$ cat config.mk
export PLATFORM = sky130hd
export DESIGN_NAME = rv_mem_arbiter
export DESIGN_NICKNAME = d
export VERILOG_FILES = /design/src/rtl/rv_mem_arbiter.sv
export SDC_FILE = /design/constraint.sdc
export NUM_CORES = 1
export LEC_CHECK = 0
export ABC_AREA = 1
export CAP_MARGIN = 25
export CORE_AREA = 2 2 104 106
export CTS_BUF_LIST = sky130_fd_sc_hd__clkbuf_4 sky130_fd_sc_hd__clkbuf_8
export DETAILED_ROUTE_END_ITERATION = 10
export DIE_AREA = 0 0 106 108
export GPL_TIMING_DRIVEN = 1
export PLACE_DENSITY_LB_ADDON = 0.25
export SYNTH_ARGS = -nofsm -noshare
export SYNTH_HDL_FRONTEND = slang
export SYNTH_SLANG_ARGS = --single-unit
$ cat constraint.sdc
create_clock -name clk -period 1.29 [get_ports clk]
set_input_delay 0.258 -clock clk [delete_from_list [all_inputs] [get_ports clk]]
set_output_delay 0.258 -clock clk [all_outputs]
set_load 0.01 [all_outputs]
$ cat src/rtl/rv_mem_arbiter.sv
// Arbiter sharing one single-port, 1-cycle-latency memory between the fetch and data ports
// of the rv_pl core, with data priority, a fetch starvation guard and a sticky done flag.
module rv_mem_arbiter #(
  parameter int AW = 32,
  parameter int DW = 32,
  parameter int STARVE_MAX = 4,
  parameter logic [AW-1:0] DONE_ADDR = AW'(32'h0000_2000)
) (
  input  logic          clk,
  input  logic          rst_n,
  input  logic          i_req,
  input  logic [AW-1:0] i_addr,
  output logic          i_gnt,
  output logic          i_rvalid,
  output logic [DW-1:0] i_rdata,
  input  logic          d_req,
  input  logic          d_we,
  input  logic [AW-1:0] d_addr,
  input  logic [DW-1:0] d_wdata,
  output logic          d_gnt,
  output logic          d_rvalid,
  output logic [DW-1:0] d_rdata,
  output logic          m_en,
  output logic          m_we,
  output logic [AW-1:0] m_addr,
  output logic [DW-1:0] m_wdata,
  input  logic [DW-1:0] m_rdata,
  output logic          done
);

  localparam int SW = $clog2(STARVE_MAX + 1);
  localparam logic [SW-1:0] STREAK_MAX = SW'(STARVE_MAX);

  typedef enum logic [1:0] {
    RESP_NONE,
    RESP_INST,
    RESP_DREAD
  } resp_t;

  resp_t         resp_q;
  logic [SW-1:0] streak_q;
  logic          done_q;
  logic          starve;

  // Handshake: a port's request (req plus its address/data) is held until the cycle its
  // gnt is high; that cycle is the transfer. Read data follows exactly one cycle later
  // with the port's rvalid, and a new grant may coincide with that rvalid.
  assign starve = i_req && (streak_q == STREAK_MAX);
  assign d_gnt  = rst_n && d_req && !starve;
  assign i_gnt  = rst_n && i_req && (!d_req || starve);

  assign m_en    = i_gnt || d_gnt;
  assign m_we    = d_gnt && d_we;
  assign m_addr  = d_gnt ? d_addr : (i_gnt ? i_addr : '0);
  assign m_wdata = d_gnt ? d_wdata : '0;

  // Gating with rst_n drops a response whose grant landed just before reset asserted.
  assign i_rvalid = rst_n && (resp_q == RESP_INST);
  assign d_rvalid = rst_n && (resp_q == RESP_DREAD);
  assign i_rdata  = m_rdata;
  assign d_rdata  = m_rdata;
  assign done     = done_q;

  always_ff @(posedge clk) begin
    if (!rst_n) begin
      resp_q   <= RESP_NONE;
      streak_q <= '0;
      done_q   <= 1'b0;
    end else begin
      if (i_gnt) begin
        resp_q <= RESP_INST;
      end else if (d_gnt && !d_we) begin
        resp_q <= RESP_DREAD;
      end else begin
        resp_q <= RESP_NONE;
      end

      // Counts data wins that kept a waiting fetch out; any fetch grant or idle fetch resets it.
      if (i_gnt || !i_req) begin
        streak_q <= '0;
      end else if (d_gnt && (streak_q != STREAK_MAX)) begin
        streak_q <= streak_q + 1'b1;
      end

      if (d_gnt && d_we && (d_addr == DONE_ADDR)) begin
        done_q <= 1'b1;
      end
    end
  end

endmodule

# Word level (Yosys, flattened, before mapping)

Cells that the tools add are included.

Reduce and logical (&&, ||, !) cells: 20
Bitwise operators: 1
Shift-type cells: 0
Eq/ne operators: 5
Muxes and demuxes: 5
Multiply operators: 0
$lt $le $gt $ge: 0
$add $sub $neg: 1
Div/mod/pow operators: 0

Operator list:

| operator             | number |
|---|---|
| $mux 32              | 3 |
| $eq 32x14->1 const B | 1 |
| $logic_and 1x1->1    | 11 |
| $logic_not 1->1      | 4 |
| $reduce_or 2->1      | 2 |
| $add 3x1->3 const B  | 1 |
| $eq 3x3->1 const B   | 1 |
| $logic_or 1x1->1     | 3 |
| $ne 3x3->1 const B   | 1 |
| $eq 2x1->1 const B   | 1 |
| $eq 2x2->1 const B   | 1 |
| $mux 2               | 1 |
| $mux 1               | 1 |
| $not 1->1            | 1 |

Flip-flop bits (word level): 6
Memory bits (read-only): 0
Memories: 0
Latch bits: 0
Memory bits (writable): 0
Output and inout port bits: 135
Word-level logic and storage cells: 36
Input port bits: 133

# Logic depth before layout (Yosys ltp)

Gate-level depths: netlist of run 1.

Depth in word-level cells: 7
Gate-level depth with buffers: 11
Mapped depth without buffers: 11

# Least setup slack after synthesis of run 1

No wires, ideal clock.

Path type: register to output
Start point: register streak_q[0]
End point: output port m_addr[25]
Data required time: 1.032 ns
Slack: -0.248 ns
Data arrival time: 1.280 ns
Cell stages (with the launch flop): 9
Path buffers: 1
Cells stage by stage: dfxtp_1 -> inv_1 -> ha_1 -> nand2_1 -> inv_2 -> nand2_2 -> nand2_2 -> buf_2 -> o21ai_0

Word-level cells in the longest chain between the ends: 6
Elaborated cells between the ends (all ways): 8
Those cells by class: eq/ne (1); mux (2); reduce/logical (5)

Ends and longest elaborated chain:

| element                  | RTL line | text |
|---|---|---|
| start: declaration       | 41       | `logic [SW-1:0] streak_q;` |
| start signal: assignment | 82       | `streak_q <= streak_q + 1'b1;` |
| $eq 3x3->1 *             | 48       | `assign starve = i_req && (streak_q == STREAK_MAX);` |
| $logic_and 1x1->1 *      | 48       |  |
| $logic_or 1x1->1         | 50       | `assign i_gnt = rst_n && i_req && (!d_req \|\| starve);` |
| $logic_and 1x1->1        | 50       |  |
| $mux 32                  | 54       | `assign m_addr = d_gnt ? d_addr : (i_gnt ? i_addr : '0);` |
| $mux 32 *                | 54       |  |
| end: declaration         | 25       | `output logic [AW-1:0] m_addr,` |

Every way passes the cells marked *; elsewhere a longest branch is shown, timed or not.

# Worst setup path in the final report of run 1

Start point: register streak_q[0]
End point: output port m_wdata[30]

Word-level cells in the longest chain between the ends: 5

Ends and longest elaborated chain:

| element           | RTL line | text |
|---|---|---|
| $eq 3x3->1        | 48       |  |
| $logic_and 1x1->1 | 48       |  |
| $logic_not 1->1   | 49       | `assign d_gnt = rst_n && d_req && !starve;` |
| $logic_and 1x1->1 | 49       |  |
| $mux 32           | 55       | `assign m_wdata = d_gnt ? d_wdata : '0;` |
| end: declaration  | 26       | `output logic [DW-1:0] m_wdata,` |

Every way passes these cells.

==> results of run 1 <==
==> worst min-delay path, cell delays in order <==
cell and delay [ns]:
clkbuf_2 0.10, nand2_1 0.10, buf_4 0.11, nor4_1 0.03
==> timing repair <==
item,CTS,global route
cloned,7,0
gates resized for setup,377,39
buffers inserted,27,8
setup endpoints to repair,75,74
pin swaps,6,14
==> power groups by stage <==
stage | Sequential, mW | Combinational (mW) | Clock, mW
after global routing | 0.196 | 1.31 | 0.311
after detailed placement | 0.198 | 1.01 | 0
final | 0.195 | 1.23 | 0.291
after global placement | 0.198 | 1.01 | 0
after floorplan | 0.198 | 0.580 | 0
after CTS | 0.195 | 1.21 | 0.297
==> cell type report <==
type,instances,area share [%]
Tap cell,136,3.86
Inverter,68,6.19
Multi-Input combinational cell,158,27.9
Timing Repair Buffer,245,58.3
Sequential cell,6,2.78
Clock buffer,3,0.936
==> state kept, by name (all words and copies together) (netlist names) <==
name,cells
done,1
streak_q,3
resp_q,2
==> worst max path at each step <==
stage / end / start / slack [ns] / depth (start not counted)
after global placement: m_wdata[10] / i_req / -0.90 / 7
after CTS: m_wdata[21] / streak_q[0] / -0.68 / 12
after floorplan: m_wdata[10] / streak_q[0] / -0.14 / 9
after global routing: m_addr[11] / streak_q[1] / -0.73 / 13
final: m_wdata[30] / streak_q[0] / -0.66 / 12
after detailed placement: m_wdata[17] / i_req / -0.93 / 7
==> layout by cell type (no fill, tap or decap), drive strengths merged <==
cell type / netlist / routed
clkdlybuf4s50: 0 / 99
dfxtp: 6 / 6
ha: 2 / 2
dlygate4sd2: 0 / 1
nand2: 76 / 76
o21ai: 25 / 25
nor4: 1 / 1
nor2: 50 / 50
inv: 68 / 67
clkbuf: 1 / 4
buf: 73 / 144
nand4: 1 / 1
nand3: 2 / 2
clkinv: 0 / 1
a21oi: 1 / 1
==> kinds of logic (layout without fill, tap and decap cells) <==
family          after synthesis  count (layout)  share of synthesized area, %
buf+inv                     142             316                          49.8
simple gates                130             130                          31.9
compound gates               26              26                          9.59
flops                         6               6                          7.20
fa+ha+maj                     2               2                          1.50
==> routing by layer <==
layer  wire [µm]  up-vias
met2        4180      126
met1        2850     1006
met4          43        0
li1            -     1166
met3         704        7
met5           0        -
==> impl_metrics.toml, run 1 <==
[status]
status = "finished, violations left"
violations = "negative setup slack"

[yosys]
synth_cell_types = 20
synth_nets = 441
avgSynthCellArea_um2 = 5.45
synth_ff_type = "dfxtp_1"
synth_edf_count = 0
synth_most_common_cell = "nand2_1"
ys_seq_area_share_pct = 7.20
async_flop_share_pct = 0
syn_inst = 306
synth_seq_cells = 6
synth_top_area_cell = "buf_4"
syn_area_mm2 = 0.00167
netlist.area_leader.share_pct = 28.8
synth_common_cells = "nand2_1, inv_1, buf_4"
ys_top_cells_by_area = "buf_4, nand2_1, inv_1, nor2_1, dfxtp_1"
yosysWarnings = 0

[drt]
vias = 2305
drt_wl_total_um = 7770
antenna_left = 0
drt-initial-drc-count = 40
route.detailed.drc = 0
post_drt_wl_per_cell_um = 12.6
drtPass1Iterations = 4
viasPerCell = 3.74

[worst_setup_path]
reg2reg_depth = 12
crit_slowest_cell = "dfxtp_2"
path_delay_family = "buffers and inverters"
critical_path.max_stage_delay_ns = 0.32
cp_num_buf_inv = 7
crit_path_max_fanout = 6
worstSetupEndpointType = "primary output"
reg2reg_from = "streak_q[0]"
r2r-end = "done"
path_cells = "inv_2 > ha_4 > nand2_4 > inv_2 > nand2_2 > buf_6 > nand2_8 > buf_12 > buf_16 > buf_6 > nor2_4 > buf_6"
crit_top_cell = "buf_6"
worstSetupPathType = "register to primary output"
cp.arrival_ns = 1.69
worst_setup_path_start_kind = "register"
critPathRequiredTime_ns = 1.03
rrSetupSlack_ns = -0.24

[power]
comb_power_share_pct = 71.7
ir_drop_uv = 250
finalPower_mw = 1.72
p_leak_nw = 2.22
p_sw_share_pct = 33.5
power_switching_mw = 0.576
power.density_mw_per_mm2 = 390
p_clk_share_pct = 16.9
pwr-share-seq_pct = 11.4
intPower_mw = 1.14

[grt]
grt_util_met1_pct = 14.0
grt.met2_usage_pct = 25.0
grt_usage_pct = 12.9
grt.busiest_layer = "met2"
overflow = 0
antenna_found_initial = 0
grt_pass1_wl_um = 11700
grt_pass1_vias = 2350
grt_max_degree = 15
use_met3_pct = 3.44

[timing]
tns_ns = -41.16
final_hold_viol_count = 0
holdWs_ns = 0.405
slew_headroom_pct = 87.1
drv_slew = 0
finalCriticalPeriod_ns = 1.95
worstMarginPinSlew_ns = 0.192
finalClockSkew_ns = 0.00384
rsz0062_at_grt = "yes"
period_share_pct = 151
setup-violations-final = 72
setup_slack_ns = -0.658
max_freq_mhz = 513

[flow_run]
max-cap-violations = 0

[clock_tree]
hold_buffers = 0
cts.sink_count = 6
clk_latency_ns = 0.23
cts_max_path_buffers = 2
root_buffer = "clkbuf_8"
clk_pin_slew_ns = 0.04
cts_tree = "yes"
cts.htree.levels = 1
numCtsBuffers = 3

[final_layout]
seqCellArea_um2 = 123
antenna_cells = 0
stdcell_area_mm2 = 0.00441
area_growth_pct = 164
nets = 617
drive_gt1_share_pct = 55.2
multi_input_area_mm2 = 0.00123
utilization_pct = 43.1
n_fill_cell = 1038
fin_cells = 616

[floorplanning]
die_area_mm2 = 0.0114
die_h_um = 108
rows = 37
core_mm2 = 0.0102
initial_core_util_pct = 16.3
ios = 268
die_width_um = 106

[place]
post-place-ws_ns = -0.927
numPlacedInstances = 575
place.gp.congestion = 0.760
place_area_mm2 = 0.00367
dp_hpwl_um = 5670
io_buffer_count = 171

[hold_path]
holdPathStages = 4
worstHoldPathType = "primary input to register"
hold_end = "streak_q[0]"
min_from = "rst_n"
Power figures use the tool's default switching activity.
==> inputs of run 2 (changes only) <==
--- a/config.mk
+++ b/config.mk
@@ -8,11 +8,12 @@
 export ABC_AREA = 1
 export CAP_MARGIN = 25
 export CORE_AREA = 2 2 104 106
-export CTS_BUF_LIST = sky130_fd_sc_hd__clkbuf_4 sky130_fd_sc_hd__clkbuf_8
+export CTS_BUF_LIST = sky130_fd_sc_hd__clkbuf_16
 export DETAILED_ROUTE_END_ITERATION = 10
 export DIE_AREA = 0 0 106 108
 export GPL_TIMING_DRIVEN = 1
 export PLACE_DENSITY_LB_ADDON = 0.25
+export SKIP_LAST_GASP = 1
 export SYNTH_ARGS = -nofsm -noshare
 export SYNTH_HDL_FRONTEND = slang
 export SYNTH_SLANG_ARGS = --single-unit
==> run 2 against run 1 <==
  * The run still ends with negative setup slack left
  * First-iteration DRC count grew 55%
  * Combinational power shrank 9%
  * Sequential share of layout area grew 0.23 points
  * Hold slack gained 0.052 ns
  * Register-to-register slack gained 0.06 ns
  * Final cell count shrank 3.2%
  * Clock power grew 75%
  * Global-route usage shrank 0.75 points
  * Setup slack gained 0.032 ns
  * Largest cell class unchanged
  * Highest routed layer unchanged
==> impl_metrics.toml, run 2 (same netlist as run 1, synthesis figures left out) <==
[timing]
final_hold_viol_count = 0
holdWs_ns = 0.457
finalCriticalPeriod_ns = 1.92
worstMarginPinSlew_ns = 0.195
setup-violations-final = 72
max_freq_mhz = 522
finalClockSkew_ns = 0.00240
period_share_pct = 149
setup_slack_ns = -0.626
slew_headroom_pct = 86.9
drv_slew = 0
rsz0062_at_grt = "yes"

[worst_setup_path]
worst_setup_path_start_kind = "register"
worstSetupPathType = "register to primary output"
rrSetupSlack_ns = -0.18
endpoint = "m_wdata[11]"
critPathRequiredTime_ns = 1.03
crit_start = "streak_q[1]"
crit_path_max_fanout = 8
reg2reg_from = "streak_q[1]"
r2r-end = "streak_q[1]"
reg2reg_depth = 12
cp.arrival_ns = 1.66
worstSetupEndpointType = "primary output"

[clock_tree]
clk_latency_ns = 0.23
cts_max_path_buffers = 2
hold_buffers = 0
cts.htree.levels = 1
cts.sink_count = 6
numCtsBuffers = 3
clk_pin_slew_ns = 0.03
root_buffer = "clkbuf_16"
cts_tree = "yes"

[drt]
antenna_left = 0
drtPass1Iterations = 3
drt_wl_total_um = 7590
route.detailed.drc = 0
vias = 2227
drt-initial-drc-count = 62
post_drt_wl_per_cell_um = 12.7
viasPerCell = 3.74

[power]
power.density_mw_per_mm2 = 447
ir_drop_uv = 326
p_leak_nw = 2.00

[status]
status = "finished, violations left"
violations = "negative setup slack"

[grt]
grt_max_degree = 16
grt_pass1_vias = 2227
grt_usage_pct = 12.2
overflow = 0
grt_pass1_wl_um = 11100
antenna_found_initial = 0

[place]
post-place-ws_ns = -0.927
dp_hpwl_um = 5670
place.gp.congestion = 0.760
io_buffer_count = 171

[floorplanning]
die_h_um = 108
die_area_mm2 = 0.0114
die_width_um = 106
ios = 268
initial_core_util_pct = 16.3
rows = 37
core_mm2 = 0.0102

[final_layout]
drive_gt1_share_pct = 49.3
n_fill_cell = 1077
nets = 597
largest_reg_flops = 3
area_growth_pct = 144
layout_commonest_cell = "clkdlybuf4s50_1"
largest-register = "streak_q"
utilization_pct = 39.9
antenna_cells = 0
layout_common_cells = "clkdlybuf4s50_1, inv_1, buf_6"

[hold_path]
worstHoldPathType = "register to register"

[flow_run]
max-cap-violations = 0
[run 2: changes by cell type in the layout (fill, tap and decap cells not counted), sizes merged]
cell / before / now
buf: 144 / 119
clkbuf: 4 / 7
clkdlybuf4s15: 0 / 1
clkinv: 1 / 0
inv: 67 / 68
nand2: 76 / 77
[run 2: layout make-up]
class | count | area, µm² | share of cell area, %
clock buffer | 3 | 75.1 | 1.84
timing repair buffer | 224 | 2290 | 56.2
tap | 136 | 170 | 4.17
inverter | 68 | 275 | 6.75
multi-input combinational | 159 | 1140 | 28.0
sequential | 6 | 123 | 3.01
[run 2: worst min path at each step]
stage          start         to  slack, ns  cells after the start
6_report        done       done       0.46                      2
4_1_cts         done       done       0.44                      2
3_5_place_dp    done       done       0.44                      2
2_1_floorplan   d_we  resp_q[1]       0.33                      1
3_3_place_gp    done       done       0.44                      2
5_1_grt         done       done       0.49                      2
[run 2: critical path: stages, from the launching register on]
cell and delay [ns]:
dfxtp_2 0.32, inv_2 0.04, ha_4 0.15, nand2_4 0.06, inv_4 0.04, nand2_4 0.06, buf_8 0.13, nand2_8 0.09
buf_8 0.15, buf_16 0.15, nor2_4 0.11, buf_6 0.11
[run 2: metal layers]
metal / track usage [%] / vias to the layer above / wire, µm
met3: 3.07 / 7 / 647
li1: - / 1131 / -
met4: 2.63 / 0 / 37
met1: 13.7 / 969 / 3050
met2: 23.1 / 120 / 3860
met5: 0 / - / 0
[run 2: timing repair]
action                                  4_1_cts  5_1_grt
endpoints found under the setup margin       75       74
gates resized for setup                     286       78
pin swaps                                     2        6
gates cloned                                  4        5
buffers inserted                              8        4
[run 2: where the power goes]
part	switching [mW]	internal (mW)	total [mW]
clock	0.112	0.399	0.510
combinational	0.447	0.669	1.12
sequential	0.00296	0.192	0.195
total	0.561	1.26	1.82
[run 2: through the flow]
stage	cells	setup TNS, ns	total power, mW	area (µm²)
detailed placement	575	-61.70	1.21	3670
global route	596	-41.71	1.92	4080
floorplan	306	-7.58	0.778	2070
finish	596	-36.28	1.82	4080
CTS	590	-43.81	1.80	3970
global placement	575	-61.29	1.20	3670
